$ cat config.mk
export PLATFORM = sky130hd
export DESIGN_NAME = video_dsm_dac
export DESIGN_NICKNAME = d
export VERILOG_FILES = /design/src/rtl/video_dsm_dac.sv
export SDC_FILE = /design/constraint.sdc
export NUM_CORES = 1
export LEC_CHECK = 0
export CAP_MARGIN = 30
export CORE_UTILIZATION = 40
export CTS_CLUSTER_SIZE = 30
export DETAILED_ROUTE_END_ITERATION = 12
export GPL_TIMING_DRIVEN = 0
export PLACE_DENSITY = 0.63
export SETUP_SLACK_MARGIN = 0.3
export SLEW_MARGIN = 25
export SYNTH_ARGS = -nofsm -noshare
export SYNTH_HDL_FRONTEND = slang
export SYNTH_SLANG_ARGS = --single-unit
export TNS_END_PERCENT = 30
$ cat constraint.sdc
create_clock -name CK_i -period 6.5 [get_ports CK_i]
set_input_delay 1.3 -clock CK_i [delete_from_list [all_inputs] [get_ports CK_i]]
set_output_delay 1.3 -clock CK_i [all_outputs]
set_load 0.01 [all_outputs]
$ cat src/rtl/video_dsm_dac.sv
// Delta-sigma pin DAC for the composite video sample stream (1st or 2nd order).
// Optional +-1 LSB LFSR dither is compiled in when VIDEO_DSM_DITHER_EN is defined.
module video_dsm_dac #(
    parameter int C_IN_W  = 10,
    parameter int C_ORDER = 2,
    parameter int C_INT_W = 14
) (
    input  logic              CK_i,
    input  logic              XARST_i,
    input  logic              CK_EE_i,
    input  logic              RST_i,
    input  logic [C_IN_W-1:0] VIDEOs_i,
    output logic              VIDEO_o,
    output logic              OVF_o
);

    logic [C_IN_W-1:0] in_q;
    logic              video_q;
    logic              video_d;
    logic              ovf_q;
    logic              ovf_d;
    logic              dith_p;
    logic              dith_n;

`ifdef VIDEO_DSM_DITHER_EN
    logic [14:0] lfsr_q;
    logic [14:0] lfsr_d;

    always_comb begin
        lfsr_d = {lfsr_q[13:0], lfsr_q[14] ^ lfsr_q[13]};
    end

    always_ff @(posedge CK_i or negedge XARST_i) begin
        if (!XARST_i) begin
            lfsr_q <= 15'h0001;
        end else if (RST_i) begin
            lfsr_q <= 15'h0001;
        end else if (CK_EE_i) begin
            lfsr_q <= lfsr_d;
        end
    end

    assign dith_p = lfsr_q[0];
    assign dith_n = lfsr_q[1];
`else
    assign dith_p = 1'b0;
    assign dith_n = 1'b0;
`endif

    // Input stage and output/flag registers shared by both modulator orders
    always_ff @(posedge CK_i or negedge XARST_i) begin
        if (!XARST_i) begin
            in_q    <= '0;
            video_q <= 1'b0;
            ovf_q   <= 1'b0;
        end else if (RST_i) begin
            in_q    <= '0;
            video_q <= 1'b0;
            ovf_q   <= 1'b0;
        end else if (CK_EE_i) begin
            in_q    <= VIDEOs_i;
            video_q <= video_d;
            ovf_q   <= ovf_d;
        end
    end

    assign VIDEO_o = video_q;
    assign OVF_o   = ovf_q;

    if (C_ORDER == 1) begin : g_ord1
        logic [C_IN_W-1:0] acc_q;
        logic [C_IN_W-1:0] acc_d;
        logic [C_IN_W:0]   sum;

        // Carry out of the phase accumulator is the pulse; dither can never exceed one carry
        always_comb begin
            sum     = {1'b0, acc_q} + {1'b0, in_q} + {{C_IN_W{1'b0}}, dith_p};
            acc_d   = sum[C_IN_W-1:0];
            video_d = sum[C_IN_W];
            ovf_d   = 1'b0;
        end

        always_ff @(posedge CK_i or negedge XARST_i) begin
            if (!XARST_i) begin
                acc_q <= '0;
            end else if (RST_i) begin
                acc_q <= '0;
            end else if (CK_EE_i) begin
                acc_q <= acc_d;
            end
        end
    end else if (C_ORDER == 2) begin : g_ord2
        localparam int W = C_INT_W + 2;
        localparam logic signed [W-1:0] SAT_MAX = $signed({3'b000, {(C_INT_W-1){1'b1}}});
        localparam logic signed [W-1:0] SAT_MIN = $signed({3'b111, {(C_INT_W-1){1'b0}}});

        logic signed [C_INT_W-1:0] i1_q;
        logic signed [C_INT_W-1:0] i1_d;
        logic signed [C_INT_W-1:0] i2_q;
        logic signed [C_INT_W-1:0] i2_d;
        logic signed [W-1:0]       x_w;
        logic signed [W-1:0]       fb_w;
        logic signed [W-1:0]       i1_sum;
        logic signed [W-1:0]       i2_sum;
        logic                      i1_hi;
        logic                      i1_lo;
        logic                      i2_hi;
        logic                      i2_lo;

        // Sums are two bits wider than the integrators so clamping sees the true value
        always_comb begin
            x_w    = $signed({{(W-C_IN_W){1'b0}}, in_q})
                   + $signed({{(W-1){1'b0}}, dith_p})
                   - $signed({{(W-1){1'b0}}, dith_n});
            fb_w   = video_q ? $signed({{(W-C_IN_W-1){1'b0}}, 1'b1, {C_IN_W{1'b0}}}) : '0;

            i1_sum = $signed({{2{i1_q[C_INT_W-1]}}, i1_q}) + x_w - fb_w;
            i1_hi  = i1_sum > SAT_MAX;
            i1_lo  = i1_sum < SAT_MIN;
            if (i1_hi) begin
                i1_d = SAT_MAX[C_INT_W-1:0];
            end else if (i1_lo) begin
                i1_d = SAT_MIN[C_INT_W-1:0];
            end else begin
                i1_d = i1_sum[C_INT_W-1:0];
            end

            i2_sum = $signed({{2{i2_q[C_INT_W-1]}}, i2_q})
                   + $signed({{2{i1_d[C_INT_W-1]}}, i1_d}) - fb_w;
            i2_hi  = i2_sum > SAT_MAX;
            i2_lo  = i2_sum < SAT_MIN;
            if (i2_hi) begin
                i2_d = SAT_MAX[C_INT_W-1:0];
            end else if (i2_lo) begin
                i2_d = SAT_MIN[C_INT_W-1:0];
            end else begin
                i2_d = i2_sum[C_INT_W-1:0];
            end

            video_d = !i2_d[C_INT_W-1] && (i2_d != '0);
            ovf_d   = ovf_q | i1_hi | i1_lo | i2_hi | i2_lo;
        end

        always_ff @(posedge CK_i or negedge XARST_i) begin
            if (!XARST_i) begin
                i1_q <= '0;
                i2_q <= '0;
            end else if (RST_i) begin
                i1_q <= '0;
                i2_q <= '0;
            end else if (CK_EE_i) begin
                i1_q <= i1_d;
                i2_q <= i2_d;
            end
        end
    end else begin : g_bad_order
        $error("video_dsm_dac: C_ORDER must be 1 or 2");
    end

endmodule

* After elaboration in Yosys (flattened, before gate mapping)
Index checks and enable logic that the tools add are counted.
Word-level totals: register bits 40, bits in latches 0, memory bits (writable) 0, memory bits (read-only) 0, memories kept 0
Operators by class: $add $sub $neg 4, multipliers 0, div/mod/pow operators 0, $lt $le $gt $ge 4, equality and inequality tests 0, shift-type cells 0, muxes and demuxes 15, bitwise operators 4, reductions and logical operators 4
Operator list (count):
- $mux W14 | 8
- $gt A16 B14 Y1 const B | 2
- $lt A16 B14 Y1 const B | 2
- $sub A15 B12 Y16 | 2
- $mux W10 | 2
- $add A14 B11 Y15 | 1
- $add A14 B14 Y15 | 1
- $reduce_bool A14 Y1 | 1
- $mux W11 | 1
- $mux W1 | 4
- $or A1 B1 Y1 | 4
- $reduce_bool A2 Y1 | 1
- $logic_and A1 B1 Y1 | 1
- $logic_not A1 Y1 | 1

* Logic depth before layout (Yosys ltp)
depth after elaboration 14, depth in mapped cells 24

* Worst setup path before layout
No wires, ideal clock.
path type register to register, from register g_ord2.i1_q[2], to register g_ord2.i2_q[4], data arrival time 4.797 ns, slack 1.609 ns, stages on the path, launching flop included 24, buffers on the path 2, clock period less this slack 4.891 ns, path through dfrtp_1 inv_1 ha_1 inv_1 ha_1 o211ai_1 o21ai_1 a311oi_1 o21ai_1 a2111o_1 buf_2 a21oi_1 ha_1 inv_1 ha_1 nor2b_4 o31a_1 o31a_1 nand2b_1 and4_4 nor4b_4 nor2_2 buf_6 a221oi_2
Between the ends: longest elaborated chain between the ends 12, elaborated cells between the ends (all ways) 14
RTL lines:
- from (decl) | RTL line 97 | logic signed [C_INT_W-1:0] i1_q;
- from (signal assigned) | RTL line 152 | i1_q <= i1_d;
- $add A14 B11 Y15 * | RTL line 117 | i1_sum = $signed({{2{i1_q[C_INT_W-1]}}, i1_q}) + x_w - fb_w;
- $sub A15 B12 Y16 * | RTL line 117
- $lt A16 B14 Y1 | RTL line 119 | i1_lo = i1_sum < SAT_MIN;
- $mux W14 | RTL line 122 | end else if (i1_lo) begin
- $mux W14 * | RTL line 120 | if (i1_hi) begin
- $add A14 B14 Y15 * | RTL line 129 | + $signed({{2{i1_d[C_INT_W-1]}}, i1_d}) - fb_w;
- $sub A15 B12 Y16 * | RTL line 129
- $lt A16 B14 Y1 | RTL line 131 | i2_lo = i2_sum < SAT_MIN;
- $mux W14 | RTL line 134 | end else if (i2_lo) begin
- $mux W14 * | RTL line 132 | if (i2_hi) begin
- $mux W14 * | RTL line 151 | end else if (CK_EE_i) begin
- $mux W14 * | RTL line 148 | end else if (RST_i) begin
- to (signal assigned) | RTL line 153 | i2_q <= i2_d;
- to (decl) | RTL line 99 | logic signed [C_INT_W-1:0] i2_q;
Mark *: on every way between the ends. The rest lies on a longest branch, timed or not. The select of a mux whose other input is x is not followed. A chain may end at the register's enable or synchronous reset.

* Final worst setup path
from register g_ord2.i1_q[4], to register g_ord2.i2_q[2]
Same word-level chain as after synthesis.

==> impl_metrics.json <==
{
  "routed-wl-met3_um": 206,
  "timing.critical_path.slowest_cell_delay_ps": 520,
  "cts_made_buffers": 5,
  "finalSetupViolations": 0,
  "failed_checks": "design-rule violations",
  "grt_ovf": 0,
  "route.vias.total": 3007,
  "critical_path_buf_inv_count": 5,
  "gp_congestion": 0.877,
  "clock-root-buffer": "clkbuf_8",
  "commonest_non_fill_non_tap_cell_in_the_layout": "inv_1",
  "wirelength_met1_um": 4060,
  "ys_warn_count": 0,
  "finalWorstPathRequiredPeriod_ps": 5690,
  "synthFlopType": "dfrtp_1",
  "number_of_nets_with_antenna_violations_after_detailed_routing": 0,
  "avgSynthCellArea_um2": 8.51,
  "crit_path_end_kind": "register",
  "synth_nets": 496,
  "met2_wirelength_um": 3990,
  "timing.setup.critical_path_class": "register to register",
  "clockBufferDepth": 2,
  "layout.nets": 517,
  "htree_levels": 2,
  "drt-wirelength-per-cell_um": 14.9,
  "report.final.slew_viol_count": 0,
  "timing.max_cap.violations": 0,
  "number_of_enable_flip_flop_cells_after_synthesis": 0,
  "drc_errors": 4,
  "final-instance-count-excl-fill": 561,
  "detail_route.first_pass.iterations": 8,
  "r2r_start": "g_ord2.i1_q[4]",
  "port_buffers": 13,
  "outcome": "finished, violations left",
  "dieArea_um2": 9550,
  "final_layout_size_suffix_gt1_frac": 0.0773,
  "synthArstFlopShare": 1.00,
  "worstHoldPathCells": 2,
  "antennaDiodeCount": 0,
  "clock_tree_from_tritoncts": "built",
  "cts.repair.resized": 0,
  "synth_top_cells_by_area": "dfrtp_1, ha_1, inv_1",
  "worstReg2RegEnd": "g_ord2.i2_q[2]",
  "required_time_of_the_worst_setup_path_ps": 6710,
  "clk_pin_slew_worst_paths_ps": 90,
  "finalHoldViolations": 0,
  "final_critical_path_setup_slack_ps": 807,
  "setup_tns_ps": 0,
  "first_global_vias": 2934,
  "initial_antenna_violation_count": 0,
  "grt_usage": 0.183,
  "crit_path_dat_ps": 5900,
  "post_cts.repair.setup_buffers": 0,
  "r2r_slack_ps": 810,
  "synth_cell_type_count": 54,
  "core_um2": 8810,
  "timing.reg2reg.worst_path_depth": 23,
  "clock.fmax_mhz": 176,
  "path_max_fanout": 10,
  "yosysSeqAreaShare": 0.273,
  "syn_inst": 431,
  "die_h_um": 97.7,
  "cp-start-kind": "register",
  "area_delta_synth_final_pct": 10.7,
  "hp-start": "in_q[5]",
  "place_inst": 553,
  "floorplan.io_pins": 16,
  "die_w_um": 97.7,
  "pre_cts_slack_ps": 824,
  "slowest_stage": "a2111o_1",
  "hold_path_class": "register to register",
  "mappedNetlistArea_um2": 3670,
  "worst_skew_pair.late_latency_ps": 300,
  "period_utilization": 0.876,
  "synthDominantCellAreaShare": 0.273,
  "initial_core_util": 0.416,
  "timing.critical_path.max_delay_family": "compound AO/OA/AOI/OAI gates",
  "post-synth-top-area-cell": "dfrtp_1",
  "routed_via_count_divided_by_cell_count": 5.36,
  "final.fill_count": 895,
  "most_used_cells_in_the_layout_excluding_fill_and_tap_cells": "inv_1, ha_1, nor2_1, dfrtp_1, a21oi_1",
  "fin_skew_ps": 8.85,
  "grt_max_degree": 27,
  "cts_hold_buffers": 0,
  "route.top_layer_used": "met4",
  "num_rows": 34,
  "drt-initial-drc-count": 142,
  "worst_slew_margin_rel": 0.459,
  "critical_path.cell_chain": "inv_1 > ha_1 > inv_1 > ha_1 > a21oi_1 > o21ai_1 > a311oi_1 > o21ai_1 > a2111o_1 > buf_2 > a21oi_1 > ha_1 > inv_1 > ha_1 > nor2b_4 > o31a_1 > o31a_1 > nand2b_1 > and4_4 > nor4b_4 > nor2_2 > buf_6 > a221oi_2",
  "numClockSinks": 40,
  "grt_pass1_wl_um": 14100,
  "synth.ff_latch_count": 40,
  "whs_endpoint": "in_q[5]",
  "grt_setup_unrepaired": "false",
  "finalWirelength_um": 8360,
  "timing_worst_slew_pin_value_ps": 812,
  "critical-path-top-cell-by-count": "ha_1",
  "detailedPlacementHpwl_um": 6590
}
==> worst max-delay path by stage <==
stage,end,cells after the start,start
2_1_floorplan,g_ord2.i2_q[4],23,g_ord2.i1_q[2]
3_3_place_gp,g_ord2.i2_q[2],23,in_q[4]
3_5_place_dp,g_ord2.i2_q[5],23,g_ord2.i1_q[4]
4_1_cts,g_ord2.i2_q[5],23,g_ord2.i1_q[2]
5_1_grt,g_ord2.i2_q[4],24,in_q[4]
6_report,g_ord2.i2_q[2],23,g_ord2.i1_q[4]
==> sequential cells by signal, indices dropped and copies added, names as in the netlist <==
register and count:
g_ord2.i1_q 14, in_q 10, g_ord2.i2_q 14, VIDEO_o 1, OVF_o 1
==> synth_stat cells, types with 2 or more instances <==
library cell,n
a211oi_1,13
a211oi_2,2
a21o_1,7
a21oi_1,29
a221oi_1,3
a221oi_2,8
a31o_2,3
a31oi_1,5
and3_1,2
buf_2,2
clkbuf_1,11
dfrtp_1,40
ha_1,50
inv_1,78
mux2i_1,12
nand2_1,26
nand2b_1,3
nand3_1,3
nand3b_1,4
nor2_1,43
nor2b_1,5
nor3_1,3
nor3b_1,2
nor4_1,2
o2111ai_1,2
o211ai_1,3
o21a_1,9
o21ai_0,11
o21ai_1,3
o31a_1,2
or3_1,2
or4_1,2
xnor2_1,13
xor2_1,8
==> final cells by class <==
type,count,area (um2),share of cell area
clock inverter,3,42.5,0.0105
multi-input combinational,298,2300,0.567
inverter,78,293,0.0722
buffer,15,70.1,0.0173
sequential,40,1000,0.247
tap,108,135,0.0333
timing repair buffer,14,145,0.0358
clock buffer,5,68.8,0.0170
==> worst reg2reg max path: stages (launching register included) <==
cell and delay [ps]:
dfrtp_1 350, inv_1 40, ha_1 260, inv_1 40
ha_1 340, a21oi_1 190, o21ai_1 190, a311oi_1 340
o21ai_1 200, a2111o_1 520, buf_2 240, a21oi_1 250
ha_1 280, inv_1 50, ha_1 280, nor2b_4 160
o31a_1 270, o31a_1 300, nand2b_1 190, and4_4 220
nor4b_4 410, nor2_2 100, buf_6 170, a221oi_2 220
==> kinds of logic (layout without fill, tap and decap cells) <==
group	after synthesis	count (layout)	synth area share
adder cells (fa/ha/maj)	51	51	0.176
AND/OR/NAND/NOR	108	108	0.151
buffers and inverters	93	115	0.0990
AO/OA/AOI/OAI	106	106	0.218
XOR/XNOR	21	21	0.0502
flip-flops	40	40	0.273
multiplexers	12	12	0.0328
==> through the flow <==
step | cell area [um2] | util | hold WS, ps
6_report | 4060 | 0.461 | 528
5_1_grt | 4060 | 0.461 | 545
4_1_cts | 4060 | 0.461 | 537
3_5_place_dp | 3950 | 0.448 | 516
3_3_place_gp | 3930 | 0.446 | 502
2_1_floorplan | 3670 | - | 486
==> metal layers <==
metal	track usage	up-vias
met5	0	-
met4	0.0408	0
met3	0.0179	13
met2	0.324	45
met1	0.241	1421
li1	-	1528
Power is not shown: default switching activity piles up to over one toggle a cycle in this logic, so the estimate is an artifact.
